<file path="src/rtl/taxi_fare_pkg.sv">
// Shared taxi-meter definitions.
//   ST_*           : fare-timer FSM state encoding (2 bits, 3 is illegal)
//   *_MIN_DEF      : default minute constants, also used by the distance-fare block
package taxi_fare_pkg;

    localparam logic [1:0] ST_IDLE  = 2'd0;
    localparam logic [1:0] ST_GRACE = 2'd1;
    localparam logic [1:0] ST_BILL  = 2'd2;

    localparam int WAIT_MIN_DEF  = 10;
    localparam int GRACE_MIN_DEF = 0;

endpackage

</file>
<file path="src/rtl/min_down_ctr.sv">
// Loadable minute down-counter.
//   clk, rst  : clock, async active-high reset (cnt -> RST_VAL)
//   load      : load load_val (wins over en)
//   load_val  : reload value
//   en        : decrement by one
//   cnt       : current count
//   term      : cnt == 1, i.e. the next enabled minute completes the interval
module min_down_ctr #(
    parameter int CNT_W   = 8,
    parameter int RST_VAL = 0
) (
    input  logic             clk,
    input  logic             rst,
    input  logic             load,
    input  logic [CNT_W-1:0] load_val,
    input  logic             en,
    output logic [CNT_W-1:0] cnt,
    output logic             term
);

    always_ff @(posedge clk or posedge rst) begin
        if (rst)
            cnt <= CNT_W'(RST_VAL);
        else if (load)
            cnt <= load_val;
        else if (en)
            cnt <= cnt - CNT_W'(1);
    end

    assign term = (cnt == CNT_W'(1));

endmodule

</file>
<file path="src/rtl/wait_fare_timer.sv">
// Waiting-time fare timer. Counts minute strobes while the vehicle waits
// during an active trip; after an optional free grace period, emits one fare
// event per WAIT_MIN billed minutes.
//   clk, rst        : clock, async active-high reset
//   min_tick        : 1-cycle per-minute strobe
//   waiting         : vehicle stopped / below billing speed
//   trip_active     : meter engaged
//   trip_start      : clear totals and begin a new trip (highest priority)
//   fare_evt        : fare event, strobe (TOGGLE_OUT=0) or toggle (TOGGLE_OUT=1)
//   wait_units      : fare events this trip, saturating
//   wait_min_total  : waiting minutes this trip (grace + billed), saturating
//   in_grace        : registered state==GRACE
//   state           : FSM state for debug
module wait_fare_timer
    import taxi_fare_pkg::*;
#(
    parameter int WAIT_MIN   = WAIT_MIN_DEF,
    parameter int GRACE_MIN  = GRACE_MIN_DEF,
    parameter int CNT_W      = 8,
    parameter int UNIT_W     = 8,
    parameter int TOGGLE_OUT = 0
) (
    input  logic              clk,
    input  logic              rst,
    input  logic              min_tick,
    input  logic              waiting,
    input  logic              trip_active,
    input  logic              trip_start,
    output logic              fare_evt,
    output logic [UNIT_W-1:0] wait_units,
    output logic [UNIT_W-1:0] wait_min_total,
    output logic              in_grace,
    output logic [1:0]        state
);

    localparam logic [UNIT_W-1:0] UNIT_MAX = '1;

    logic [1:0]       nxt_state;
    logic             qtick;
    logic             grace_load, grace_en, grace_term;
    logic             period_load, period_en, period_term;
    logic             evt_hit, min_inc;
    logic [CNT_W-1:0] grace_cnt, period_cnt;

    // Counter values are only consumed through their terminal flags; the
    // values themselves stay as named nets for debug probing.
    logic unused_cnt;
    assign unused_cnt = ^{grace_cnt, period_cnt};

    // trip_start swallows a coincident tick so a new trip never starts
    // with a minute already counted.
    assign qtick = min_tick & waiting & trip_active & ~trip_start;

    // ---------------- FSM: state register ----------------
    always_ff @(posedge clk or posedge rst) begin
        if (rst)
            state <= ST_IDLE;
        else
            state <= nxt_state;
    end

    // ---------------- FSM: next state ----------------
    always_comb begin
        nxt_state = state;
        if (trip_start) begin
            nxt_state = (GRACE_MIN > 0) ? ST_GRACE : ST_BILL;
        end else begin
            case (state)
                ST_IDLE:  nxt_state = ST_IDLE;
                ST_GRACE: begin
                    if (!trip_active)
                        nxt_state = ST_IDLE;
                    else if (qtick && grace_term)
                        nxt_state = ST_BILL;
                end
                ST_BILL:  begin
                    if (!trip_active)
                        nxt_state = ST_IDLE;
                end
                default:  nxt_state = ST_IDLE;   // illegal encoding recovers
            endcase
        end
    end

    // ---------------- FSM: outputs / counter controls ----------------
    always_comb begin
        grace_load  = trip_start;
        grace_en    = 1'b0;
        period_load = trip_start;
        period_en   = 1'b0;
        evt_hit     = 1'b0;
        min_inc     = 1'b0;
        case (state)
            ST_GRACE: begin
                min_inc  = qtick;
                grace_en = qtick & ~grace_term;
            end
            ST_BILL: begin
                min_inc     = qtick;
                period_en   = qtick & ~period_term;
                evt_hit     = qtick & period_term;
                period_load = trip_start | (qtick & period_term);
            end
            default: ;
        endcase
    end

    min_down_ctr #(.CNT_W(CNT_W), .RST_VAL(GRACE_MIN)) u_grace_ctr (
        .clk      (clk),
        .rst      (rst),
        .load     (grace_load),
        .load_val (CNT_W'(GRACE_MIN)),
        .en       (grace_en),
        .cnt      (grace_cnt),
        .term     (grace_term)
    );

    min_down_ctr #(.CNT_W(CNT_W), .RST_VAL(WAIT_MIN)) u_period_ctr (
        .clk      (clk),
        .rst      (rst),
        .load     (period_load),
        .load_val (CNT_W'(WAIT_MIN)),
        .en       (period_en),
        .cnt      (period_cnt),
        .term     (period_term)
    );

    // ---------------- registered outputs ----------------
    always_ff @(posedge clk or posedge rst) begin
        if (rst) begin
            fare_evt       <= 1'b0;
            wait_units     <= '0;
            wait_min_total <= '0;
            in_grace       <= 1'b0;
        end else begin
            if (TOGGLE_OUT != 0)
                fare_evt <= fare_evt ^ evt_hit;
            else
                fare_evt <= evt_hit;

            if (trip_start) begin
                wait_units     <= '0;
                wait_min_total <= '0;
            end else begin
                if (evt_hit && wait_units != UNIT_MAX)
                    wait_units <= wait_units + UNIT_W'(1);
                if (min_inc && wait_min_total != UNIT_MAX)
                    wait_min_total <= wait_min_total + UNIT_W'(1);
            end

            in_grace <= (nxt_state == ST_GRACE);
        end
    end

endmodule

</file>
<file path="config.mk">
export PLATFORM = sky130hd
export DESIGN_NAME = wait_fare_timer
export DESIGN_NICKNAME = d
export VERILOG_FILES = /design/src/rtl/taxi_fare_pkg.sv /design/src/rtl/min_down_ctr.sv /design/src/rtl/wait_fare_timer.sv
export SDC_FILE = /design/constraint.sdc
export NUM_CORES = 1
export LEC_CHECK = 0
export CAP_MARGIN = 20
export CORE_MARGIN = 2
export CORE_UTILIZATION = 45
export CTS_BUF_LIST = sky130_fd_sc_hd__clkbuf_4 sky130_fd_sc_hd__clkbuf_8
export DETAILED_ROUTE_END_ITERATION = 7
export DONT_BUFFER_PORTS = 1
export PLACE_DENSITY = 0.59
export SLEW_MARGIN = 20
export SYNTH_ARGS = -nofsm -noshare
export SYNTH_HDL_FRONTEND = slang
export SYNTH_HIERARCHICAL = 1
export SYNTH_SLANG_ARGS = --single-unit
export TNS_END_PERCENT = 50
</file>
<file path="constraint.sdc">
create_clock -name clk -period 5.95 [get_ports clk]
set_clock_uncertainty 0.1 [all_clocks]
set_input_delay 1.19 -clock clk [delete_from_list [all_inputs] [get_ports clk]]
set_output_delay 1.19 -clock clk [all_outputs]
set_load 0.005 [all_outputs]
</file>
# ---- Word level (Yosys, flattened, before mapping)
# Cells that the tools add are included.
dict set report totals {
  reg_bits 36
  in_bits 6
  out_inout_bits 20
  wordCells 54
}
dict set report op_classes {
  n_addsub 4
  n_eq_ne 7
  muxes 18
  bitwise 10
  reduce_logical 8
}
# operator n
set op_table {}
lappend op_table {{$mux W8} 8}
lappend op_table {{$add A8 B1 Y8 const B} 2}
lappend op_table {{$eq A8 B1 Y1 const B} 2}
lappend op_table {{$ne A8 B8 Y1 const B} 2}
lappend op_table {{$sub A8 B1 Y8 const B} 2}
lappend op_table {{$mux W2} 4}
lappend op_table {{$reduce_bool A2 Y1} 4}
lappend op_table {{$and A1 B1 Y1} 6}
lappend op_table {{$mux W1} 5}
lappend op_table {{$eq A2 B1 Y1 const B} 2}
lappend op_table {{$pmux W2 S2} 1}
lappend op_table {{$logic_and A1 B1 Y1} 3}
lappend op_table {{$not A1 Y1} 3}
lappend op_table {{$eq A2 B2 Y1 const B} 1}
lappend op_table {{$reduce_or A2 Y1} 1}
lappend op_table {{$or A1 B1 Y1} 1}

# ---- Depth between registers and ports, before layout
dict set report depth {
  word_depth 9
  mapped_depth 9
  depth_no_buf 9
}

# ---- By module
# Netlist, hierarchy kept.
# mod n_inst cells_each area_per_inst_um2 seq_area_each_um2
set by_module_without_submodules {}
lappend by_module_without_submodules {wait_fare_timer 1 117 1144.8 500.5}
lappend by_module_without_submodules {{min_down_ctr at u_period_ctr} 1 51 460.4 202.7}
lappend by_module_without_submodules {{min_down_ctr at u_grace_ctr} 1 51 457.9 200.2}

# ---- Worst setup path after synthesis
# OpenSTA, ideal clock, no wires.
dict set report synth_path {
  path_kind {input -> register}
  from {in trip_start}
  to {reg u_grace_ctr.cnt[5]}
  setup_ns 0.082
  t_arrival_ns 3.037
  required_ns 5.768
  slack_ns 2.731
  path_stages 6
  path_buffers 1
  cell_sequence {nand4b_4 -> buf_6 -> nor3b_1 -> or4b_4 -> or4_1 -> a31oi_1}
}
dict set report synth_between {
  elab_chain_cells 5
  word_cells_on_any_way 6
  classes_between {mux: 2; bitwise: 3; reduce/logical: 1}
}
# item line_no
set synth_rtl {}
lappend synth_rtl {{start, declared} wait_fare_timer.sv:28} ;# input logic trip_start,
lappend synth_rtl {{$not A1 Y1} wait_fare_timer.sv:52} ;# assign qtick = min_tick & waiting & trip_active & ~trip_start;
lappend synth_rtl {{$and A1 B1 Y1} wait_fare_timer.sv:52}
lappend synth_rtl {{$and A1 B1 Y1} wait_fare_timer.sv:96} ;# grace_en = qtick & ~grace_term;
lappend synth_rtl {{$mux W1} wait_fare_timer.sv:93} ;# case (state)
lappend synth_rtl {{net grace_en} wait_fare_timer.sv:40} ;# logic grace_load, grace_en, grace_term;
lappend synth_rtl {{$reduce_bool A2 Y1 (no source line)} n/a}
lappend synth_rtl {{end signal, assigned} min_down_ctr.sv:23} ;# cnt <= CNT_W'(RST_VAL);
lappend synth_rtl {{end signal, assigned} min_down_ctr.sv:25} ;# cnt <= load_val;
lappend synth_rtl {{end signal, assigned} min_down_ctr.sv:27} ;# cnt <= cnt - CNT_W'(1);
lappend synth_rtl {{end, declared} min_down_ctr.sv:17} ;# output logic [CNT_W-1:0] cnt,
# The timed path passes the listed nets, and every way through them passes these cells.
# A chain may end at the register's enable or synchronous reset.

# ---- Worst setup path in the final report
# Ends and elaborated chain as after synthesis.

==> impl_summary.md <==
Outcome
The run finished with clean final reports.

Die
The area of the core region is 4384 um2. The floorplan has 24 rows. The number of I/O pins is 26. The die height is 71.71 um.

The area of the die is 5142 um2. The chip width is 71.71 um. The initial core utilization is 0.4706.

Global routing
The via count of the first global-routing pass is 1581. The number of antenna violations at the first check in global routing came to 0. The largest net degree at the start of global routing is 37. The first global-routing pass estimated 7086 um of wire.

The global routing usage summed across all routing layers is 0.1775. The total grt overflow is 0.

Cells and area
The library cells used most frequently in the layout, excluding fill and tap cells, are sky130_fd_sc_hd__dfrtp_1 (34), sky130_fd_sc_hd__nand2_1 (26), sky130_fd_sc_hd__nor2_1 (22). The number of antenna diodes in the final layout is 0. The flip-flop and latch area is 903.4 um2. The area taken by multi-input logic gates is 1134 um2. The final-stage net count is 249. Of the cells placed in the final design, the portion with a size suffix greater than 1 is 0.07627. Compared with the post-synthesis result, the final layout area differs by 10.55%. Leaving out fill and tap cells, the most frequent cell in the layout is sky130_fd_sc_hd__dfrtp_1.

The count of fill cells added during filler insertion is 436.

Timing
For this run, the top clock speed supported by timing is 0.3280 GHz. The worst path in the final design needs a cycle of 3.049 ns, including I/O delays and setup. The final-report max-slew violation count is 0. Setup repair after global routing left no endpoint under its margin. Hold timing on the final database bottoms out at a slack of 0.4562 ns. Setup violations remaining at the end of the flow were counted as 0. The normalized max-slew margin is 0.4892. The hold violation count in the final report is 0. For the pin with the worst max-slew slack, the measured transition is 0.7654 ns.

For the final routed database, the setup TNS stands at 0 ns. Dividing the final minimum period by the clock period gives 0.5124.

Route
The detailed router's first-iteration violation count is 70. The routed design uses 1898 um of met2 wire. The number of vias in the routed layout is 1547. Using the TritonRoute via totals, the vias-per-cell ratio works out to 5.372. The final routed wirelength across all metal layers is 4012 um. The number of remaining DRC errors is 0. The length of routed wiring on met1 is 1901 um. The top routing layer in use is met4. In this run the remaining antenna-violating nets after routing total 0.

The detailed-router iteration count before antenna repair is 4. The average routed wire per standard cell is 13.93 um. The met3 routed wirelength is 159 um.

Hold path
The class of the tightest hold or removal check is register to register. Counting instances, the worst hold path has a depth of 1.

Yosys
Of the post-synthesis cell area, the dominant cell type holds 0.4124. The number of warnings printed during yosys synthesis is 6. Summing every instance area after synthesis gives 2063 um2. Summed over all instances, the cell type with the most area after synthesis is sky130_fd_sc_hd__dfrtp_1. Dividing the synthesized area by the synthesized cell count gives 9.421 um2. After synthesis, the cell types taking the most area are sky130_fd_sc_hd__dfrtp_1 (41%), sky130_fd_sc_hd__ha_1 (4.9%), sky130_fd_sc_hd__nand2_1 (4.7%), sky130_fd_sc_hd__nor2_1 (4.0%), sky130_fd_sc_hd__or4_1 (3.6%). After technology mapping, the gate count stands at 219. The number of register bits inferred by synthesis is 36. The top flip-flop cell by instance count after synthesis is sky130_fd_sc_hd__dfrtp_1. The share of flip-flops with an asynchronous set or reset after synthesis is 1.000.

The sequential-to-total area share from yosys stat is 0.4378. The number of enable-type register cells in the synthesized netlist is 0. Counting distinct cell types in the post-synthesis netlist gives 48.

Job
The tool flagged a number of max-cap violations equal to 0.

Critical path
STA classifies the critical path endpoint as a register. For the worst flop-to-flop path, the logic depth is 6. STA classifies the critical path startpoint as an input port. For the worst setup path, the data arrival time is 3.17 ns. Data on the critical path is required at its endpoint by 6.07 ns. The reg-to-reg setup timing slack is 3.17 ns.

The highest net fanout along the worst path is 36. The worst setup path is of the input port to register kind.

Clocking
The maximum count of clock buffers along a single path is 2. The post-cts repair resize count is 0. The H-tree was split into 2 levels. Counting the buffers created by CTS gives 5. After clock tree synthesis, the clock-pin slew on the worst setup and hold paths is 0.07 ns. The number of hold buffers added after CTS was 0. TritonCTS built the clock tree. Clock latency on the worst-skew pair, taken at its later pin, is 0.29 ns.

The TritonCTS sink count is 36. The clock tree root driver cell is sky130_fd_sc_hd__clkbuf_8. The post-CTS repair timing setup buffer count is 0.

Pwr
IR analysis of the VDD net gives a maximum drop of 0.0002219 V. In this run the power density over the cells is 237.0 nW/um2. For this design the static power due to leakage is 0.9704 nW.

Placed design
The final weighted congestion in routability-driven placement is 0.7519. Input and output buffers added on the ports amount to 0. The sum of net half-perimeters after detailed placement is 2817 um.
-- cells by family (layout without fill, tap and decap cells) --
family,Yosys count,after routing,synth area share
multiplexers,5,5,0.02486
AO/OA/AOI/OAI,41,41,0.1352
XOR/XNOR,10,10,0.04245
AND/OR/NAND/NOR,98,98,0.2693
adder cells (fa/ha/maj),8,8,0.04852
other,2,16,0.003640
flip-flops,36,36,0.4378
buffers and inverters,19,22,0.03820
-- report_power, final --
group	internal, W	leakage (nW)	total [W]	switching (W)
sequential	0.000256	0.464	0.000268	0.0000115
clock	0.000148	0.0645	0.000237	0.0000892
combinational	0.0000143	0.442	0.0000359	0.0000216
-- path summary, 6_finish.rpt --
path | startpoint | end
min reg2reg | wait_min_total[2]$_DFFE_PP0P_ | wait_min_total[2]$_DFFE_PP0P_
min | wait_min_total[2]$_DFFE_PP0P_ | wait_min_total[2]$_DFFE_PP0P_
min in group asynchronous | rst | u_grace_ctr/cnt[7]$_DFFE_PP0P_
max reg2reg | u_period_ctr/cnt[4]$_DFFE_PP0P_ | wait_units[3]$_DFFE_PP0P_
max | trip_start | u_grace_ctr/cnt[5]$_DFFE_PP0P_
max in group asynchronous | rst | fare_evt$_DFF_PP0_
-- cell usage after synthesis (all sizes together), types with 2 or more instances --
master and n:
and2 2, nor4 3, or4 10, nor4b 2, clkbuf 3, conb 2, a21oi 6, ha 8
and4b 2, a31oi 5, xnor2 4, xor2 6, o21ai 14, o211ai 6, mux2i 4, or3 6
o31ai 3, or4b 2, nor3 4, dfrtp 34, nor2 22, nand2 26, nand3b 2, buf 2
nand3 5, nand4 4, dfstp 2, inv 14
-- routing by layer --
layer	track usage	vias up
met3	0.06048	7
met5	0	-
li1	-	804
met1	0.2215	714
met2	0.2881	22
met4	0.06080	0
-- worst max-delay path, cell delays in order --
cell and delay [ns]:
sky130_fd_sc_hd__nand4b_4 0.26, sky130_fd_sc_hd__nor3b_1 0.57, sky130_fd_sc_hd__or4b_4 0.57, sky130_fd_sc_hd__or4_1 0.40, sky130_fd_sc_hd__a31oi_1 0.17
-- through the flow --
step	utilization	total power [W]	cell area, um2	setup WS, ns	std cells
2_1_floorplan	-	0.0003015	2116	2.731	233
3_3_place_gp	0.4914	0.0003072	2155	2.617	280
3_5_place_dp	0.4914	0.0003083	2155	2.575	280
4_1_cts	0.5203	0.0005468	2281	2.893	288
5_1_grt	0.5203	0.0005661	2281	2.720	288
6_report	0.5203	0.0005407	2281	2.901	288
-- registers in the layout, summed over array words and instances, names as in the netlist --
register          count
state                 2
wait_units            8
fare_evt              1
wait_min_total        8
in_grace              1
u_grace_ctr/cnt       8
u_period_ctr/cnt      8
-- area by class of cell --
cell class,instances,area share
tap,52,0.02852
sequential,36,0.3960
clock inverter,1,0.01317
inverter,14,0.02304
multi-input combinational,178,0.4970
clock buffer,7,0.04224
Power figures use the tool's default switching activity.
